**src/rtl/lpddr2_cmd_pkg.sv**
```systemverilog
// Shared opcode/state encodings and CA low-nibble constants for the LPDDR2 command front-end.
package lpddr2_cmd_pkg;

  typedef enum logic [3:0] {
    OP_MRW  = 4'd0,
    OP_MRR  = 4'd1,
    OP_REF  = 4'd2,
    OP_PRE  = 4'd3,
    OP_ACT  = 4'd4,
    OP_WR   = 4'd5,
    OP_RD   = 4'd6,
    OP_BST  = 4'd7,
    OP_PD   = 4'd8,
    OP_SR   = 4'd9,
    OP_DPD  = 4'd10,
    OP_EXIT = 4'd11,
    OP_NOP  = 4'd12
  } op_e;

  typedef enum logic [1:0] {
    ST_ACTIVE,
    ST_LP_PD,
    ST_LP_SR,
    ST_LP_DPD
  } state_e;

  localparam logic [3:0] NIB_MRW = 4'h0;
  localparam logic [3:0] NIB_MRR = 4'h8;
  localparam logic [3:0] NIB_REF = 4'h4;
  localparam logic [3:0] NIB_PRE = 4'hB;
  localparam logic [3:0] NIB_ACT = 4'h2;
  localparam logic [3:0] NIB_WR  = 4'h1;
  localparam logic [3:0] NIB_RD  = 4'h5;
  localparam logic [3:0] NIB_BST = 4'h3;
  localparam logic [3:0] NIB_NOP = 4'h7;

  // Opcodes that put an ordinary chip-selected command on the CA bus while active.
  function automatic logic is_bus_cmd(input op_e op);
    return op inside {OP_MRW, OP_MRR, OP_REF, OP_PRE, OP_ACT, OP_WR, OP_RD, OP_BST, OP_NOP};
  endfunction

endpackage

```
**src/rtl/lpddr2_cmd_encoder_if.sv**
```systemverilog
// Command request channel plus the device-side pin bundle of the LPDDR2 command encoder.
interface lpddr2_cmd_encoder_if #(
  parameter int BA_BITS  = 3,
  parameter int CA_BITS  = 10,
  parameter int ROW_BITS = 15,
  parameter int COL_BITS = 12,
  parameter int GAP_BITS = 12
);
  logic                cmd_valid;
  logic                cmd_ready;
  logic [3:0]          cmd_op;
  logic [BA_BITS-1:0]  cmd_ba;
  logic [ROW_BITS-1:0] cmd_row;
  logic [COL_BITS-1:0] cmd_col;
  logic                cmd_flag;
  logic [7:0]          cmd_ma;
  logic [7:0]          cmd_mrdata;
  logic [GAP_BITS-1:0] cmd_gap;

  logic                cke;
  logic                cs_n;
  logic [CA_BITS-1:0]  ca_rise;
  logic [CA_BITS-1:0]  ca_fall;
  logic                rd_issue;
  logic                wr_issue;
  logic                cmd_err;
  logic                lp_active;

  modport master (
    output cmd_valid, cmd_op, cmd_ba, cmd_row, cmd_col, cmd_flag, cmd_ma, cmd_mrdata, cmd_gap,
    input  cmd_ready, cke, cs_n, ca_rise, ca_fall, rd_issue, wr_issue, cmd_err, lp_active
  );

  modport slave (
    input  cmd_valid, cmd_op, cmd_ba, cmd_row, cmd_col, cmd_flag, cmd_ma, cmd_mrdata, cmd_gap,
    output cmd_ready, cke, cs_n, ca_rise, ca_fall, rd_issue, wr_issue, cmd_err, lp_active
  );
endinterface

```
**src/rtl/lpddr2_ca_pack.sv**
```systemverilog
// Combinational CA encoder: opcode plus address fields to both CA phases and the chip-select level.
module lpddr2_ca_pack
  import lpddr2_cmd_pkg::*;
#(
  parameter int BA_BITS  = 3,
  parameter int CA_BITS  = 10,
  parameter int ROW_BITS = 15,
  parameter int COL_BITS = 12
) (
  input  op_e                 op,
  input  logic [BA_BITS-1:0]  ba,
  input  logic [ROW_BITS-1:0] row,
  input  logic [COL_BITS-1:0] col,
  input  logic                flag,
  input  logic [7:0]          ma,
  input  logic [7:0]          mrdata,
  output logic [CA_BITS-1:0]  ca_rise,
  output logic [CA_BITS-1:0]  ca_fall,
  output logic                cs_n_cmd
);

  // Column bit 0 is implied by the burst alignment and never travels on CA.
  logic unused_col0;
  assign unused_col0 = col[0];

  always_comb begin
    ca_rise  = '1;
    ca_fall  = '1;
    cs_n_cmd = 1'b1;
    case (op)
      OP_MRW: begin
        ca_rise  = {ma[5:0], NIB_MRW};
        ca_fall  = {mrdata, ma[7:6]};
        cs_n_cmd = 1'b0;
      end
      OP_MRR: begin
        ca_rise  = {ma[5:0], NIB_MRR};
        ca_fall  = {8'h0, ma[7:6]};
        cs_n_cmd = 1'b0;
      end
      OP_REF: begin
        ca_rise  = {6'h0, flag, NIB_REF[2:0]};
        ca_fall  = '0;
        cs_n_cmd = 1'b0;
      end
      OP_PRE: begin
        ca_rise  = {ba, 2'b00, flag, NIB_PRE};
        ca_fall  = '0;
        cs_n_cmd = 1'b0;
      end
      OP_ACT: begin
        ca_rise  = {ba, row[12:8], NIB_ACT[1:0]};
        ca_fall  = {row[14:13], row[7:0]};
        cs_n_cmd = 1'b0;
      end
      OP_WR: begin
        ca_rise  = {ba, col[2:1], 2'b00, NIB_WR[2:0]};
        ca_fall  = {col[11:3], flag};
        cs_n_cmd = 1'b0;
      end
      OP_RD: begin
        ca_rise  = {ba, col[2:1], 2'b00, NIB_RD[2:0]};
        ca_fall  = {col[11:3], flag};
        cs_n_cmd = 1'b0;
      end
      OP_BST: begin
        ca_rise  = {6'h0, NIB_BST};
        ca_fall  = '0;
        cs_n_cmd = 1'b0;
      end
      OP_NOP: begin
        ca_rise  = {7'h0, NIB_NOP[2:0]};
        ca_fall  = {7'h0, NIB_NOP[2:0]};
        cs_n_cmd = 1'b0;
      end
      // Low-power entries: SR and DPD are chip-selected with cke falling, PD is not.
      OP_SR: begin
        ca_rise  = {7'h0, 3'h4};
        ca_fall  = '0;
        cs_n_cmd = 1'b0;
      end
      OP_DPD: begin
        ca_rise  = {7'h0, 3'h3};
        ca_fall  = '0;
        cs_n_cmd = 1'b0;
      end
      OP_PD: begin
        ca_rise  = '0;
        ca_fall  = '0;
        cs_n_cmd = 1'b1;
      end
      default: begin
        ca_rise  = '1;
        ca_fall  = '1;
        cs_n_cmd = 1'b1;
      end
    endcase
  end

endmodule

```
**src/rtl/lpddr2_cmd_encoder.sv**
```systemverilog
// LPDDR2 command front-end: handshake, inter-command gap, power-state FSM and registered pin drive.
module lpddr2_cmd_encoder
  import lpddr2_cmd_pkg::*;
#(
  parameter int BA_BITS  = 3,
  parameter int CA_BITS  = 10,
  parameter int ROW_BITS = 15,
  parameter int COL_BITS = 12,
  parameter int GAP_BITS = 12,
  parameter int CKE_MIN  = 3
) (
  input logic                  ck,
  input logic                  rst,
  lpddr2_cmd_encoder_if.slave  bus
);

  localparam int LP_W = $clog2(CKE_MIN + 1);

  state_e              state_q, state_d;
  logic [GAP_BITS-1:0] gap_q, gap_d;
  logic [LP_W-1:0]     lp_cnt_q, lp_cnt_d;
  logic                cke_q, cke_d;
  logic                cs_n_q, cs_n_d;
  logic [CA_BITS-1:0]  ca_rise_q, ca_rise_d;
  logic [CA_BITS-1:0]  ca_fall_q, ca_fall_d;
  logic                rd_issue_q, rd_issue_d;
  logic                wr_issue_q, wr_issue_d;
  logic                cmd_err_q, cmd_err_d;
  logic                lp_active_q, lp_active_d;

  op_e                 op;
  logic [CA_BITS-1:0]  pk_rise, pk_fall;
  logic                pk_cs_n;
  logic                in_lp, ready, accept;

  assign op     = op_e'(bus.cmd_op);
  assign in_lp  = (state_q != ST_ACTIVE);
  // Exit from a low-power state is held off until cke has been low long enough.
  assign ready  = (gap_q == '0) && (!in_lp || lp_cnt_q >= LP_W'(CKE_MIN - 1));
  assign accept = bus.cmd_valid && ready;

  lpddr2_ca_pack #(
    .BA_BITS (BA_BITS),
    .CA_BITS (CA_BITS),
    .ROW_BITS(ROW_BITS),
    .COL_BITS(COL_BITS)
  ) u_ca_pack (
    .op      (op),
    .ba      (bus.cmd_ba),
    .row     (bus.cmd_row),
    .col     (bus.cmd_col),
    .flag    (bus.cmd_flag),
    .ma      (bus.cmd_ma),
    .mrdata  (bus.cmd_mrdata),
    .ca_rise (pk_rise),
    .ca_fall (pk_fall),
    .cs_n_cmd(pk_cs_n)
  );

  always_comb begin
    // NOTE: every _d is given a default before any branch so no latch can be inferred.
    state_d    = state_q;
    gap_d      = (gap_q != '0) ? gap_q - GAP_BITS'(1) : gap_q;
    lp_cnt_d   = (in_lp && lp_cnt_q < LP_W'(CKE_MIN)) ? lp_cnt_q + LP_W'(1) : lp_cnt_q;
    rd_issue_d = 1'b0;
    wr_issue_d = 1'b0;
    cmd_err_d  = 1'b0;
    if (in_lp) begin
      cke_d     = 1'b0;
      cs_n_d    = 1'b1;
      ca_rise_d = ca_rise_q;
      ca_fall_d = ca_fall_q;
    end else begin
      cke_d     = 1'b1;
      cs_n_d    = 1'b1;
      ca_rise_d = '1;
      ca_fall_d = '1;
    end

    if (accept) begin
      gap_d = bus.cmd_gap;
      if (in_lp) begin
        if (op == OP_EXIT) begin
          state_d   = ST_ACTIVE;
          lp_cnt_d  = '0;
          cke_d     = 1'b1;
          ca_rise_d = '1;
          ca_fall_d = '1;
        end else begin
          cmd_err_d = 1'b1;
        end
      end else begin
        case (op)
          OP_PD, OP_SR, OP_DPD: begin
            state_d   = (op == OP_PD) ? ST_LP_PD : (op == OP_SR) ? ST_LP_SR : ST_LP_DPD;
            lp_cnt_d  = '0;
            cke_d     = 1'b0;
            cs_n_d    = pk_cs_n;
            ca_rise_d = pk_rise;
            ca_fall_d = pk_fall;
          end
          default: begin
            if (is_bus_cmd(op)) begin
              cs_n_d     = pk_cs_n;
              ca_rise_d  = pk_rise;
              ca_fall_d  = pk_fall;
              rd_issue_d = (op == OP_RD) || (op == OP_MRR);
              wr_issue_d = (op == OP_WR);
            end else begin
              cmd_err_d = 1'b1;
            end
          end
        endcase
      end
    end
    lp_active_d = (state_d != ST_ACTIVE);
  end

  always_ff @(posedge ck or posedge rst) begin
    if (rst) begin
      state_q     <= ST_LP_PD;
      gap_q       <= '0;
      lp_cnt_q    <= '0;
      cke_q       <= 1'b0;
      cs_n_q      <= 1'b1;
      ca_rise_q   <= '0;
      ca_fall_q   <= '0;
      rd_issue_q  <= 1'b0;
      wr_issue_q  <= 1'b0;
      cmd_err_q   <= 1'b0;
      lp_active_q <= 1'b1;
    end else begin
      // NOTE: non-blocking assignments so every flop samples pre-edge values.
      state_q     <= state_d;
      gap_q       <= gap_d;
      lp_cnt_q    <= lp_cnt_d;
      cke_q       <= cke_d;
      cs_n_q      <= cs_n_d;
      ca_rise_q   <= ca_rise_d;
      ca_fall_q   <= ca_fall_d;
      rd_issue_q  <= rd_issue_d;
      wr_issue_q  <= wr_issue_d;
      cmd_err_q   <= cmd_err_d;
      lp_active_q <= lp_active_d;
    end
  end

  assign bus.cmd_ready = ready;
  assign bus.cke       = cke_q;
  assign bus.cs_n      = cs_n_q;
  assign bus.ca_rise   = ca_rise_q;
  assign bus.ca_fall   = ca_fall_q;
  assign bus.rd_issue  = rd_issue_q;
  assign bus.wr_issue  = wr_issue_q;
  assign bus.cmd_err   = cmd_err_q;
  assign bus.lp_active = lp_active_q;

endmodule
```
**src/flat_wrapper.sv**
```systemverilog
// flat-port wrapper written by rule: the top's interface ports become plain ports
module lpddr2_cmd_encoder_flat import lpddr2_cmd_pkg::*;
#(
  parameter int BA_BITS  = 3,
  parameter int CA_BITS  = 10,
  parameter int ROW_BITS = 15,
  parameter int COL_BITS = 12,
  parameter int GAP_BITS = 12,
  parameter int CKE_MIN  = 3
)
  (ck, rst, bus_cmd_valid, bus_cmd_op, bus_cmd_ba, bus_cmd_row, bus_cmd_col, bus_cmd_flag, bus_cmd_ma, bus_cmd_mrdata, bus_cmd_gap, bus_cmd_ready, bus_cke, bus_cs_n, bus_ca_rise, bus_ca_fall, bus_rd_issue, bus_wr_issue, bus_cmd_err, bus_lp_active);
  lpddr2_cmd_encoder_if #(.BA_BITS(BA_BITS), .CA_BITS(CA_BITS), .ROW_BITS(ROW_BITS), .COL_BITS(COL_BITS), .GAP_BITS(GAP_BITS)) bus_i ();
  input logic ck;
  input logic rst;
  input wire logic [$bits(bus_i.cmd_valid)-1:0] bus_cmd_valid;
  input wire logic [$bits(bus_i.cmd_op)-1:0] bus_cmd_op;
  input wire logic [$bits(bus_i.cmd_ba)-1:0] bus_cmd_ba;
  input wire logic [$bits(bus_i.cmd_row)-1:0] bus_cmd_row;
  input wire logic [$bits(bus_i.cmd_col)-1:0] bus_cmd_col;
  input wire logic [$bits(bus_i.cmd_flag)-1:0] bus_cmd_flag;
  input wire logic [$bits(bus_i.cmd_ma)-1:0] bus_cmd_ma;
  input wire logic [$bits(bus_i.cmd_mrdata)-1:0] bus_cmd_mrdata;
  input wire logic [$bits(bus_i.cmd_gap)-1:0] bus_cmd_gap;
  output wire logic [$bits(bus_i.cmd_ready)-1:0] bus_cmd_ready;
  output wire logic [$bits(bus_i.cke)-1:0] bus_cke;
  output wire logic [$bits(bus_i.cs_n)-1:0] bus_cs_n;
  output wire logic [$bits(bus_i.ca_rise)-1:0] bus_ca_rise;
  output wire logic [$bits(bus_i.ca_fall)-1:0] bus_ca_fall;
  output wire logic [$bits(bus_i.rd_issue)-1:0] bus_rd_issue;
  output wire logic [$bits(bus_i.wr_issue)-1:0] bus_wr_issue;
  output wire logic [$bits(bus_i.cmd_err)-1:0] bus_cmd_err;
  output wire logic [$bits(bus_i.lp_active)-1:0] bus_lp_active;
  assign bus_i.cmd_valid = bus_cmd_valid;
  assign bus_i.cmd_op = bus_cmd_op;
  assign bus_i.cmd_ba = bus_cmd_ba;
  assign bus_i.cmd_row = bus_cmd_row;
  assign bus_i.cmd_col = bus_cmd_col;
  assign bus_i.cmd_flag = bus_cmd_flag;
  assign bus_i.cmd_ma = bus_cmd_ma;
  assign bus_i.cmd_mrdata = bus_cmd_mrdata;
  assign bus_i.cmd_gap = bus_cmd_gap;
  assign bus_cmd_ready = bus_i.cmd_ready;
  assign bus_cke = bus_i.cke;
  assign bus_cs_n = bus_i.cs_n;
  assign bus_ca_rise = bus_i.ca_rise;
  assign bus_ca_fall = bus_i.ca_fall;
  assign bus_rd_issue = bus_i.rd_issue;
  assign bus_wr_issue = bus_i.wr_issue;
  assign bus_cmd_err = bus_i.cmd_err;
  assign bus_lp_active = bus_i.lp_active;
  lpddr2_cmd_encoder #(.BA_BITS(BA_BITS), .CA_BITS(CA_BITS), .ROW_BITS(ROW_BITS), .COL_BITS(COL_BITS), .GAP_BITS(GAP_BITS), .CKE_MIN(CKE_MIN)) u_core (.ck(ck), .rst(rst), .bus(bus_i));
endmodule
```
**config.mk**
```make
export PLATFORM = sky130hd
export DESIGN_NAME = lpddr2_cmd_encoder_flat
export DESIGN_NICKNAME = d
export VERILOG_FILES = /design/src/rtl/lpddr2_cmd_pkg.sv /design/src/rtl/lpddr2_cmd_encoder_if.sv /design/src/rtl/lpddr2_ca_pack.sv /design/src/rtl/lpddr2_cmd_encoder.sv /design/src/flat_wrapper.sv
export SDC_FILE = /design/constraint.sdc
export NUM_CORES = 1
export LEC_CHECK = 0
export CORE_ASPECT_RATIO = 0.7
export CORE_MARGIN = 10
export CORE_UTILIZATION = 35
export DETAILED_ROUTE_END_ITERATION = 8
export SYNTH_ARGS = -nofsm -noshare
export SYNTH_HDL_FRONTEND = slang
export SYNTH_SLANG_ARGS = --single-unit
```
**constraint.sdc**
```tcl
create_clock -name ck -period 2.52 [get_ports ck]
set_input_delay 0.378 -clock ck [delete_from_list [all_inputs] [get_ports ck]]
set_output_delay 0.378 -clock ck [all_outputs]
set_load 0.02 [all_outputs]
```
==> results of run 1 <==
## sequential cells by signal, summed over array words and instances, names as in the netlist
register              cells
u_core.gap_q             12
u_core.bus.ca_fall       10
u_core.bus.ca_rise       10
u_core.lp_cnt_q           2
u_core.state_q            2
u_core.bus.cke            1
u_core.bus.cmd_err        1
u_core.bus.cs_n           1
u_core.bus.lp_active      1
u_core.bus.rd_issue       1
u_core.bus.wr_issue       1
## routing by layer
metal,track usage,part of all wire
met1,0.198,0.46
met2,0.240,0.47
met3,0.0374,0.057
met4,0.0261,0.0085
met5,0,0
## worst register-to-register path: cells and delay by family, from the launching register on
| kind | cells | cell delay [ps] |
|---|---|---|
| buf+inv | 2 | 270 |
| simple gates | 3 | 920 |
| flops | 1 | 430 |
| compound gates | 1 | 270 |
| fa+ha+maj | 1 | 200 |
## cell type report
class | count | area [um2]
Clock buffer | 6 | 72.6
Tap cell | 98 | 123
Clock inverter | 2 | 37.5
Fill cell | 656 | 3440
Inverter | 8 | 30.0
Timing Repair Buffer | 108 | 1070
Multi-Input combinational cell | 193 | 1430
Sequential cell | 42 | 1050
## cells by family (layout without fill, tap and decap cells)
family,after synthesis,count (layout)
compound gates,99,99
simple gates,75,75
flops,42,42
buf+inv,27,124
mux,13,13
fa+ha+maj,4,4
xor+xnor,2,2
## metrics by stage
| stage | util | instances | instance area, um2 |
|---|---|---|---|
| final | 0.526 | 457 | 3820 |
| after global routing | 0.526 | 457 | 3820 |
| after CTS | 0.527 | 457 | 3820 |
| after detailed placement | 0.512 | 449 | 3710 |
| after global placement | 0.512 | 449 | 3710 |
| after floorplan | - | 262 | 2610 |
## cells in the final DEF, fill, tap and decap left out, types with 5 or more instances in the layout
cell	netlist	routed
sky130_fd_sc_hd__or2_2	6	6
sky130_fd_sc_hd__dfrtp_1	39	39
sky130_fd_sc_hd__a21oi_1	13	13
sky130_fd_sc_hd__mux2_2	8	8
sky130_fd_sc_hd__a22oi_1	12	12
sky130_fd_sc_hd__buf_4	0	14
sky130_fd_sc_hd__clkdlybuf4s50_1	0	90
sky130_fd_sc_hd__nor2_1	12	12
sky130_fd_sc_hd__nand2b_1	5	5
sky130_fd_sc_hd__mux2i_1	5	5
sky130_fd_sc_hd__clkbuf_8	0	5
sky130_fd_sc_hd__nand3_1	9	9
sky130_fd_sc_hd__o22a_1	10	10
sky130_fd_sc_hd__nand2_1	12	12
sky130_fd_sc_hd__inv_1	7	6
sky130_fd_sc_hd__o21ai_0	22	22
sky130_fd_sc_hd__a2bb2oi_2	9	9
sky130_fd_sc_hd__nor3_1	9	9
## path summary, 6_finish.rpt
check	from	end	slack, ps	cells past startpoint
worst max-delay path	u_core.gap_q[0]$_DFFE_PP0P_	u_core.gap_q[9]$_DFFE_PP0P_	310	7
worst max register to register	u_core.gap_q[0]$_DFFE_PP0P_	u_core.gap_q[9]$_DFFE_PP0P_	310	7
max in group asynchronous	rst	u_core.state_q[0]$_DFF_PP1_	1540	3
worst min register to register	u_core.bus.ca_rise[7]$_DFF_PP0_	u_core.bus.ca_rise[7]$_DFF_PP0_	520	1
worst min-delay path	rst	u_core.bus.ca_fall[9]$_DFF_PP0_	410	2
min in group ck	u_core.bus.ca_rise[7]$_DFF_PP0_	u_core.bus.ca_rise[7]$_DFF_PP0_	520	1
## where the power goes
part	internal, W	switching [W]
logic	0.000140	0.0000950
registers	0.000674	0
clock network	0.000296	0.000239
total	0.00111	0.000334
==> results by group, run 1 <==
Outcome
  – Result of the run: finished clean

Clock network
  – Post CTS Setup Buffer Count: 0
  – Clock network latency to the later pin of the worst-skew pair: 300 ps
  – Number of levels the H-tree was split into: 2
  – Hold-fix buffer count after cts: 0
  – CTS tree: built
  – Clock Tree Root: sky130_fd_sc_hd__clkbuf_8
  – Clock slew at reported path FFs: 80 ps
  – Sinks on the clock net: 42
  – Deepest clock path buffer count: 2
  – Number of clock buffers inserted by TritonCTS: 5
  – Post-CTS sizing: 1

Logic synthesis
  – Post-synthesis sequential area ratio: 0.405
  – Post-Synthesis Cell Area: 2610 um2
  – Fraction of post-synthesis cell area in the top cell type by area: 0.374
  – Number of synthesized register bits: 42
  – Ys flop type: sky130_fd_sc_hd__dfrtp_1
  – Post-synth EDFFs: 0
  – Synthesized-area fraction occupied by ao, oa, aoi and oai cells: 0.301
  – Average cell area after synthesis: between 9 and 10 um2
  – Synth Area in Adders: 0.0182
  – Combinational family with the most area after synthesis: compound AO/OA/AOI/OAI gates
  – Warning count from the yosys run: 0
  – Xor and xnor area share after synthesis: 0.00672
  – Cell taking the most area after synthesis: sky130_fd_sc_hd__dfrtp_1
  – Cell types with the largest area share after synthesis: sky130_fd_sc_hd__dfrtp_1, sky130_fd_sc_hd__a2bb2oi_2, sky130_fd_sc_hd__o21ai_0
  – Post-synth top cells: sky130_fd_sc_hd__dfrtp_1, sky130_fd_sc_hd__o21ai_0, sky130_fd_sc_hd__a21oi_1
  – Count of cell types in the netlist: 57
  – Synthesized netlist cell count: roughly 260
  – Synthesized net count: around 330
  – Share of synthesized area spent on multiplexers: 0.0538
  – Post-synthesis simple-gate area fraction: 0.169
  – Most instantiated library cell after synthesis: sky130_fd_sc_hd__dfrtp_1
  – Asr flop ratio synth: 1.00

Floorplanning
  – Y dimension of the die: around 92 um
  – Core area: 7250 um2
  – Total Die Area: 11400 um2
  – Initial core utilization: 0.359
  – Die W: 123 um
  – Count of standard-cell rows: 26
  – Top-level port count: 93

Worst setup path
  – CP max stage delay: 470 ps
  – Largest fanout of any net on the critical path: 12
  – Critical setup path kind: register to register
  – Crit path max-delay cell type: sky130_fd_sc_hd__and4_1
  – Cells traversed along the worst timing path: inv_1 > ha_1 > nor4b_4 > buf_4 > and4_1 > nor4_1 > a211o_1
  – Required time of the critical path: 2710 ps
  – Setup crit end kind: register
  – Cell type group with the largest total delay on the critical path: simple AND/OR/NAND/NOR gates
  – Worst path buffer plus inverter count: 2
  – Sort of element at the start of the critical path: register
  – Worst path arrival time: 2400 ps

Timing
  – Final critical-path required period: between 2000 and 2500 ps
  – Final number of max-transition violations: 0
  – Maximum clock skew at final layout: 7.16 ps
  – Share of the clock period used by the worst path after layout: 0.879
  – RSZ-0062 raised after global routing: false
  – Minimum setup slack in the final design: 305 ps
  – Slew at the pin with the worst max-slew slack: 979 ps
  – Final hold slack: 406 ps
  – TNS Setup: 0 ps
  – Final hold violation count: 0
  – Final count of negative-setup-slack endpoints: 0
  – Achievable frequency: approximately 450 MHz
  – Normalized max-slew margin: 0.342

Hold path
  – Path type of the worst min-delay path: primary input to asynchronous set/reset pin

Power
  – Total power consumption of the routed design: 0.00144 W
  – Leakage dissipation: 1.34 nW
  – Power density cells: 378 nW/um2
  – Max IR drop VDD: 193 uV

Cells and area
  – Nets: 427
  – Layout-stage area growth over the synthesis result: 46.5%
  – Share of layout cells above drive strength 1: 0.162
  – Diodes inserted: 0

Placed design
  – Dpl ws: between 200 and 250 ps
  – Placer congestion estimate: roughly 0.84
  – Number of input and output port buffers inserted: 91
  – HPWL reported at the end of detailed placement: 6.71 mm

GRT
  – Sum of overflow across all layers after global routing: 0
  – Via count of the first global-routing pass: 2569
  – Maximum number of pins on one net before global-route repair: 26
  – Total routing usage reported by global routing: 0.149
  – Antenna violations before repair: 0
  – Global-route wire length before repair: 13.7 mm

Run
  – Maxcap violations: 0

Route
  – Remaining antenna violation count: 0
  – DRT iter0 DRCs: 169
  – Via density: around 5.4
  – Final wirelength: 8.42 mm
  – Length of the first detailed-routing pass in iterations: 4
  – Routed len/inst: 18.4 um
  – Total DRC errors in the routed layout: 0
  – Vias after detailed routing: 2470
Power figures use the tool's default switching activity.
==> inputs of run 2 (changes only) <==
Settings changed: RECOVER_POWER from default to 100.
==> run 2 against run 1 <==
Sequential power barely moved. Largest cell class unchanged. Sequential share of layout area rose by 0.42 points. Total power fell by 0.27%. Core utilization fell by 0.79 points. Fmax fell by 3.2%. Cell count did not move. Via count fell by 0.57%.
==> results by group, run 2 (synthesized netlist as in run 1, its figures left out) <==
Outcome
  – Result of the run: finished clean (unchanged)

Placed design
  – Number of input and output port buffers inserted: 91 (unchanged)
  – Placer congestion estimate: 0.836 (unchanged)
  – HPWL reported at the end of detailed placement: 6.71 mm (unchanged)

Timing
  – RSZ-0062 raised after global routing: false (unchanged)
  – Final number of max-transition violations: 0 (unchanged)
  – TNS Setup: 0 ps (unchanged)
  – Achievable frequency: 437 MHz (was 452 MHz)
  – Final hold violation count: 0 (unchanged)
  – Final critical-path required period: 2290 ps (was 2210 ps)
  – Normalized max-slew margin: 0.224 (was 0.342)
  – Slew at the pin with the worst max-slew slack: 1160 ps (was 979 ps)
  – Maximum clock skew at final layout: 5.49 ps (was 7.16 ps)
  – Share of the clock period used by the worst path after layout: 0.908 (was 0.879)
  – Final count of negative-setup-slack endpoints: 0 (unchanged)

Clock network
  – Sinks on the clock net: 42 (unchanged)
  – Clock Tree Root: sky130_fd_sc_hd__clkbuf_8 (unchanged)
  – Clock slew at reported path FFs: 80 ps (about the same)
  – CTS tree: built (unchanged)
  – Deepest clock path buffer count: 2 (unchanged)
  – Hold-fix buffer count after cts: 0 (unchanged)
  – Clock network latency to the later pin of the worst-skew pair: 300 ps (about the same)
  – Post CTS Setup Buffer Count: 0 (unchanged)
  – Number of levels the H-tree was split into: 2 (unchanged)
  – Number of clock buffers inserted by TritonCTS: 5 (unchanged)

Cells and area
  – Multi-input logic area: 1390 um2 (was 1430 um2)
  – Register cell area after layout: 1050 um2 (unchanged)
  – Filler Cell Count: 662 (was 656)
  – Layout-stage area growth over the synthesis result: 44.3% (was 46.5%)
  – Diodes inserted: 0 (unchanged)
  – Share of layout cells above drive strength 1: 0.139 (was 0.162)
  – Flip-flop count of the largest register after layout: 12 (unchanged)
  – Highest-count cells in the layout ignoring fill and taps: sky130_fd_sc_hd__clkdlybuf4s50_1, sky130_fd_sc_hd__dfrtp_1, sky130_fd_sc_hd__dlygate4sd3_1 (was sky130_fd_sc_hd__clkdlybuf4s50_1, sky130_fd_sc_hd__dfrtp_1, sky130_fd_sc_hd__o21ai_0)
  – Register containing the most flip-flops in the final layout: u_core.gap_q (unchanged)
  – Nets: 427 (unchanged)
  – Most frequent standard cell in the layout excluding fill and tap cells: sky130_fd_sc_hd__clkdlybuf4s50_1 (unchanged)
  – Final core utilization: 0.518 (was 0.526)

Floorplanning
  – Initial core utilization: 0.359 (unchanged)
  – Total Die Area: 11400 um2 (unchanged)
  – Top-level port count: 93 (unchanged)
  – Core area: 7250 um2 (unchanged)
  – Count of standard-cell rows: 26 (unchanged)
  – Y dimension of the die: 92.2 um (unchanged)
  – Die W: 123 um (unchanged)

GRT
  – Global-route wire length before repair: 13.7 mm (unchanged)
  – Maximum number of pins on one net before global-route repair: 26 (unchanged)
  – Sum of overflow across all layers after global routing: 0 (unchanged)
  – Antenna violations before repair: 0 (unchanged)
  – Total routing usage reported by global routing: 0.149 (unchanged)
  – Via count of the first global-routing pass: 2569 (unchanged)

Worst setup path
  – Setup crit end kind: register (unchanged)
  – Sort of element at the start of the critical path: register (unchanged)
  – Largest fanout of any net on the critical path: 21 (was 12)
  – Critical setup path kind: register to register (unchanged)
  – Required time of the critical path: 2740 ps (was 2710 ps)
  – Worst path arrival time: 2510 ps (was 2400 ps)

Route
  – Total DRC errors in the routed layout: 0 (unchanged)
  – Final wirelength: 8.42 mm (about the same)
  – Vias after detailed routing: 2456 (was 2470)
  – Remaining antenna violation count: 0 (unchanged)
  – Routed len/inst: 18.4 um (about the same)
  – DRT iter0 DRCs: 183 (was 169)
  – Via density: 5.37 (was 5.40)
  – Length of the first detailed-routing pass in iterations: 4 (unchanged)

Run
  – Maxcap violations: 0 (unchanged)

Power
  – Leakage dissipation: 1.28 nW (was 1.34 nW)
  – Max IR drop VDD: 193 uV (about the same)
  – Power density cells: 383 nW/um2 (was 378 nW/um2)

Hold path
  – Path type of the worst min-delay path: register to register (was primary input to asynchronous set/reset pin)
run 2: power by group:
group	total [W]	internal, W	switching (W)
clock network	0.000535	0.000296	0.000239
logic	0.000231	0.000138	0.0000933
registers	0.000673	0.000673	0
run 2: metrics by stage:
step	instances	setup slack [ps]	hold slack [ps]	power [W]	instance area, um2
after floorplan	262	506	480	0.000783	2610
after global placement	449	257	493	0.000919	3710
after detailed placement	449	200	498	0.000922	3710
after CTS	457	178	416	0.00146	3820
after global routing	457	44.8	528	0.00151	3760
final	457	232	510	0.00144	3760
run 2: worst max-delay path: stages (launching register included):
cell and delay, ps:
sky130_fd_sc_hd__dfrtp_1 430, sky130_fd_sc_hd__inv_1 70, sky130_fd_sc_hd__ha_1 200, sky130_fd_sc_hd__nor4b_4 340
sky130_fd_sc_hd__nand4_4 130, sky130_fd_sc_hd__clkbuf_2 250, sky130_fd_sc_hd__o32ai_2 400, sky130_fd_sc_hd__buf_12 210
sky130_fd_sc_hd__a2bb2oi_1 170
run 2: metal layers:
metal	vias to the layer above	part of all wire	global-route usage
met4	0	0.0085	0.0261
met1	1197	0.46	0.198
met2	57	0.47	0.240
met5	-	0	0
met3	8	0.060	0.0374
li1	1194	-	-
run 2: area by class of cell:
| type | count | area share |
|---|---|---|
| multi-input combinational | 193 | 0.369 |
| timing repair buffer | 108 | 0.281 |
| sequential | 42 | 0.280 |
| tap | 98 | 0.0326 |
| clock buffer | 6 | 0.0193 |
| clock inverter | 2 | 0.00998 |
| inverter | 8 | 0.00798 |
run 2: what timing repair did:
action	CTS	global route
resized for setup	1	2
endpoints found under the setup margin	1	1
pin swaps	0	0
run 2: path summary, 6_finish.rpt:
path | from | to | slack [ps] | cells past startpoint
worst min register to register | u_core.bus.ca_rise[7]$_DFF_PP0_ | u_core.bus.ca_rise[7]$_DFF_PP0_ | 510 | 1
min in group asynchronous | rst | u_core.bus.ca_rise[6]$_DFF_PP0_ | 530 | 2
worst min-delay path | u_core.bus.ca_rise[7]$_DFF_PP0_ | u_core.bus.ca_rise[7]$_DFF_PP0_ | 510 | 1
max in group asynchronous | rst | u_core.bus.ca_rise[3]$_DFF_PP0_ | 470 | 3
worst max-delay path | u_core.gap_q[0]$_DFFE_PP0P_ | u_core.bus.ca_fall[6]$_DFF_PP0_ | 230 | 8
worst max register to register | u_core.gap_q[0]$_DFFE_PP0P_ | u_core.bus.ca_fall[6]$_DFF_PP0_ | 230 | 8
==> inputs of run 3 (changes only) <==
Settings changed: CORE_MARGIN 10 to 2.
==> run 3 against run 2 <==
Global-route usage rose by 4.7 points. Flip-flop and latch count unchanged. Setup slack got worse by 74 ps. Largest cell class unchanged. Clock-buffer cell count unchanged. Highest routed layer unchanged. Die area fell by 28%. Largest power group unchanged. Fmax shrank 3.1%. Sequential power hardly changed. Core utilization shrank 0.31 points. Cell area decreased by 0.60%. Clock skew is essentially flat. Combinational power about the same. Worst hold slack got worse by 2.8 ps.
==> results by group, run 3 (synthesized netlist as in run 1, its figures left out) <==
Cells and area
  – Highest-count cells in the layout ignoring fill and taps: sky130_fd_sc_hd__clkdlybuf4s50_1, sky130_fd_sc_hd__dfrtp_1, sky130_fd_sc_hd__dlygate4sd3_1 (unchanged)
  – Layout-stage area growth over the synthesis result: 43.4% (was 44.3%)
  – Nets: 430 (was 427)
  – Most frequent standard cell in the layout excluding fill and tap cells: sky130_fd_sc_hd__clkdlybuf4s50_1 (unchanged)
  – Share of layout cells above drive strength 1: 0.124 (was 0.139)
  – Final core utilization: 0.515 (was 0.518)
  – Cell area after layout: 3740 um2 (was 3760 um2)
  – Flip-flop count of the largest register after layout: 12 (unchanged)
  – Diodes inserted: 0 (unchanged)
  – Register containing the most flip-flops in the final layout: u_core.gap_q (unchanged)

Clock network
  – Number of clock buffers inserted by TritonCTS: 5 (unchanged)
  – Post CTS Setup Buffer Count: 0 (unchanged)
  – Clock Tree Root: sky130_fd_sc_hd__clkbuf_8 (unchanged)
  – Clock network latency to the later pin of the worst-skew pair: 290 ps (was 300 ps)
  – Number of levels the H-tree was split into: 2 (unchanged)
  – CTS tree: built (unchanged)
  – Clock slew at reported path FFs: 80 ps (about the same)
  – Sinks on the clock net: 42 (unchanged)
  – Hold-fix buffer count after cts: 0 (unchanged)
  – Deepest clock path buffer count: 2 (unchanged)

Route
  – Final wirelength: 7.68 mm (was 8.42 mm)
  – Length of the first detailed-routing pass in iterations: 4 (unchanged)
  – Routed len/inst: 16.7 um (was 18.4 um)
  – Remaining antenna violation count: 0 (unchanged)
  – DRT iter0 DRCs: 124 (was 183)
  – Vias after detailed routing: 2503 (was 2456)
  – Total DRC errors in the routed layout: 0 (unchanged)
  – Via density: 5.44 (was 5.37)

GRT
  – Via count of the first global-routing pass: 2440 (was 2569)
  – GR Util met1: 0.309 (was 0.198)
  – Gr busiest metal: met1 (was met2)
  – Total routing usage reported by global routing: 0.196 (was 0.149)
  – Global-route wire length before repair: 12.7 mm (was 13.7 mm)
  – Maximum number of pins on one net before global-route repair: 22 (was 26)
  – GR Layer Usage met2: 0.272 (was 0.240)
  – Antenna violations before repair: 0 (unchanged)
  – Sum of overflow across all layers after global routing: 0 (unchanged)
  – Met3 track demand over resource in global routing: 0.0385 (was 0.0374)

Timing
  – Final number of max-transition violations: 0 (unchanged)
  – TNS Setup: 0 ps (unchanged)
  – Slew at the pin with the worst max-slew slack: 1170 ps (was 1160 ps)
  – Achievable frequency: 423 MHz (was 437 MHz)
  – Final count of negative-setup-slack endpoints: 0 (unchanged)
  – Minimum setup slack in the final design: 158 ps (was 232 ps)
  – Maximum clock skew at final layout: 5.57 ps (was 5.49 ps)
  – Share of the clock period used by the worst path after layout: 0.937 (was 0.908)
  – RSZ-0062 raised after global routing: false (unchanged)
  – Final hold violation count: 0 (unchanged)
  – Final critical-path required period: 2360 ps (was 2290 ps)
  – Normalized max-slew margin: 0.218 (was 0.224)

Floorplanning
  – Die W: 107 um (was 123 um)
  – Count of standard-cell rows: 26 (unchanged)
  – Total Die Area: 8160 um2 (was 11400 um2)
  – Top-level port count: 93 (unchanged)
  – Initial core utilization: 0.359 (unchanged)
  – Y dimension of the die: 76.2 um (was 92.2 um)
  – Core area: 7250 um2 (unchanged)

Placed design
  – Placer congestion estimate: 0.784 (was 0.836)
  – HPWL reported at the end of detailed placement: 5.89 mm (was 6.71 mm)
  – DP Area: 3720 um2 (was 3710 um2)
  – Dpl ws: 199 ps (was 200 ps)
  – Number of input and output port buffers inserted: 91 (unchanged)

Run
  – Maxcap violations: 0 (unchanged)

Worst setup path
  – Critical setup path kind: register to register (unchanged)
  – Setup crit end kind: register (unchanged)
  – Required time of the critical path: 2730 ps (was 2740 ps)
  – Largest fanout of any net on the critical path: 21 (unchanged)
  – Worst path arrival time: 2570 ps (was 2510 ps)
  – Sort of element at the start of the critical path: register (unchanged)

Power
  – Leakage dissipation: 1.27 nW (was 1.28 nW)
  – Power density cells: 386 nW/um2 (was 383 nW/um2)
  – Max IR drop VDD: 217 uV (was 193 uV)

Outcome
  – Result of the run: finished clean (unchanged)

Hold path
  – Path type of the worst min-delay path: register to register (unchanged)
==> run 3: cell count changes in the layout (fill, tap and decap cells not counted), sizes merged <==
cell | before | now
clkbuf | 9 | 11
buf | 14 | 15
dlygate4sd2 | 0 | 1
dlymetal6s4s | 1 | 0
==> run 3: critical path, stage by stage, from the launching register on <==
cell	delay [ps]
sky130_fd_sc_hd__dfrtp_1	430
sky130_fd_sc_hd__inv_1	70
sky130_fd_sc_hd__ha_1	200
sky130_fd_sc_hd__nor4b_4	330
sky130_fd_sc_hd__nand4_4	130
sky130_fd_sc_hd__clkbuf_1	330
sky130_fd_sc_hd__o32ai_4	380
sky130_fd_sc_hd__buf_12	210
sky130_fd_sc_hd__a2bb2oi_1	190
==> run 3: power by group <==
| part | switching (W) | internal [W] | leakage (nW) |
|---|---|---|---|
| clock network | 0.000244 | 0.000296 | 0.0514 |
| logic | 0.0000921 | 0.000136 | 0.801 |
| registers | 0 | 0.000674 | 0.420 |
==> run 3: timing repair <==
action	in CTS	in global routing
endpoints found under the setup margin	1	0
hold endpoints to repair	0	0
gates resized for setup	1	0
==> run 3: metrics by stage <==
stage	hold WS [ps]	cells	total power, W
floorplan	480	262	0.000783
global placement	491	452	0.000920
detailed placement	496	452	0.000922
CTS	414	460	0.00146
global route	540	460	0.00152
finish	508	460	0.00144
==> run 3: cell type report <==
| class | count | area (um2) |
|---|---|---|
| fill | 701 | 3520 |
| multi-input combinational | 193 | 1370 |
| sequential | 42 | 1050 |
| timing repair buffer | 111 | 1050 |
| tap | 98 | 123 |
| clock buffer | 6 | 72.6 |
| clock inverter | 2 | 37.5 |
| inverter | 8 | 30.0 |
==> run 3: worst paths after layout <==
path,start,end,slack (ps),depth (start not counted)
max,u_core.gap_q[0]$_DFFE_PP0P_,u_core.bus.ca_fall[9]$_DFF_PP0_,160,8
min,u_core.bus.ca_fall[1]$_DFF_PP0_,u_core.bus.ca_fall[1]$_DFF_PP0_,510,1
max reg2reg,u_core.gap_q[0]$_DFFE_PP0P_,u_core.bus.ca_fall[9]$_DFF_PP0_,160,8
min reg2reg,u_core.bus.ca_fall[1]$_DFF_PP0_,u_core.bus.ca_fall[1]$_DFF_PP0_,510,1
max in group asynchronous,rst,u_core.bus.ca_rise[4]$_DFF_PP0_,570,3
min in group asynchronous,rst,u_core.lp_cnt_q[1]$_DFF_PP0_,520,2
==> run 3: layer usage <==
| layer | vias up | wire, um |
|---|---|---|
| met5 | - | 0 |
| met4 | 0 | 114 |
| met3 | 8 | 339 |
| met2 | 70 | 3250 |
| met1 | 1225 | 3970 |
| li1 | 1200 | - |
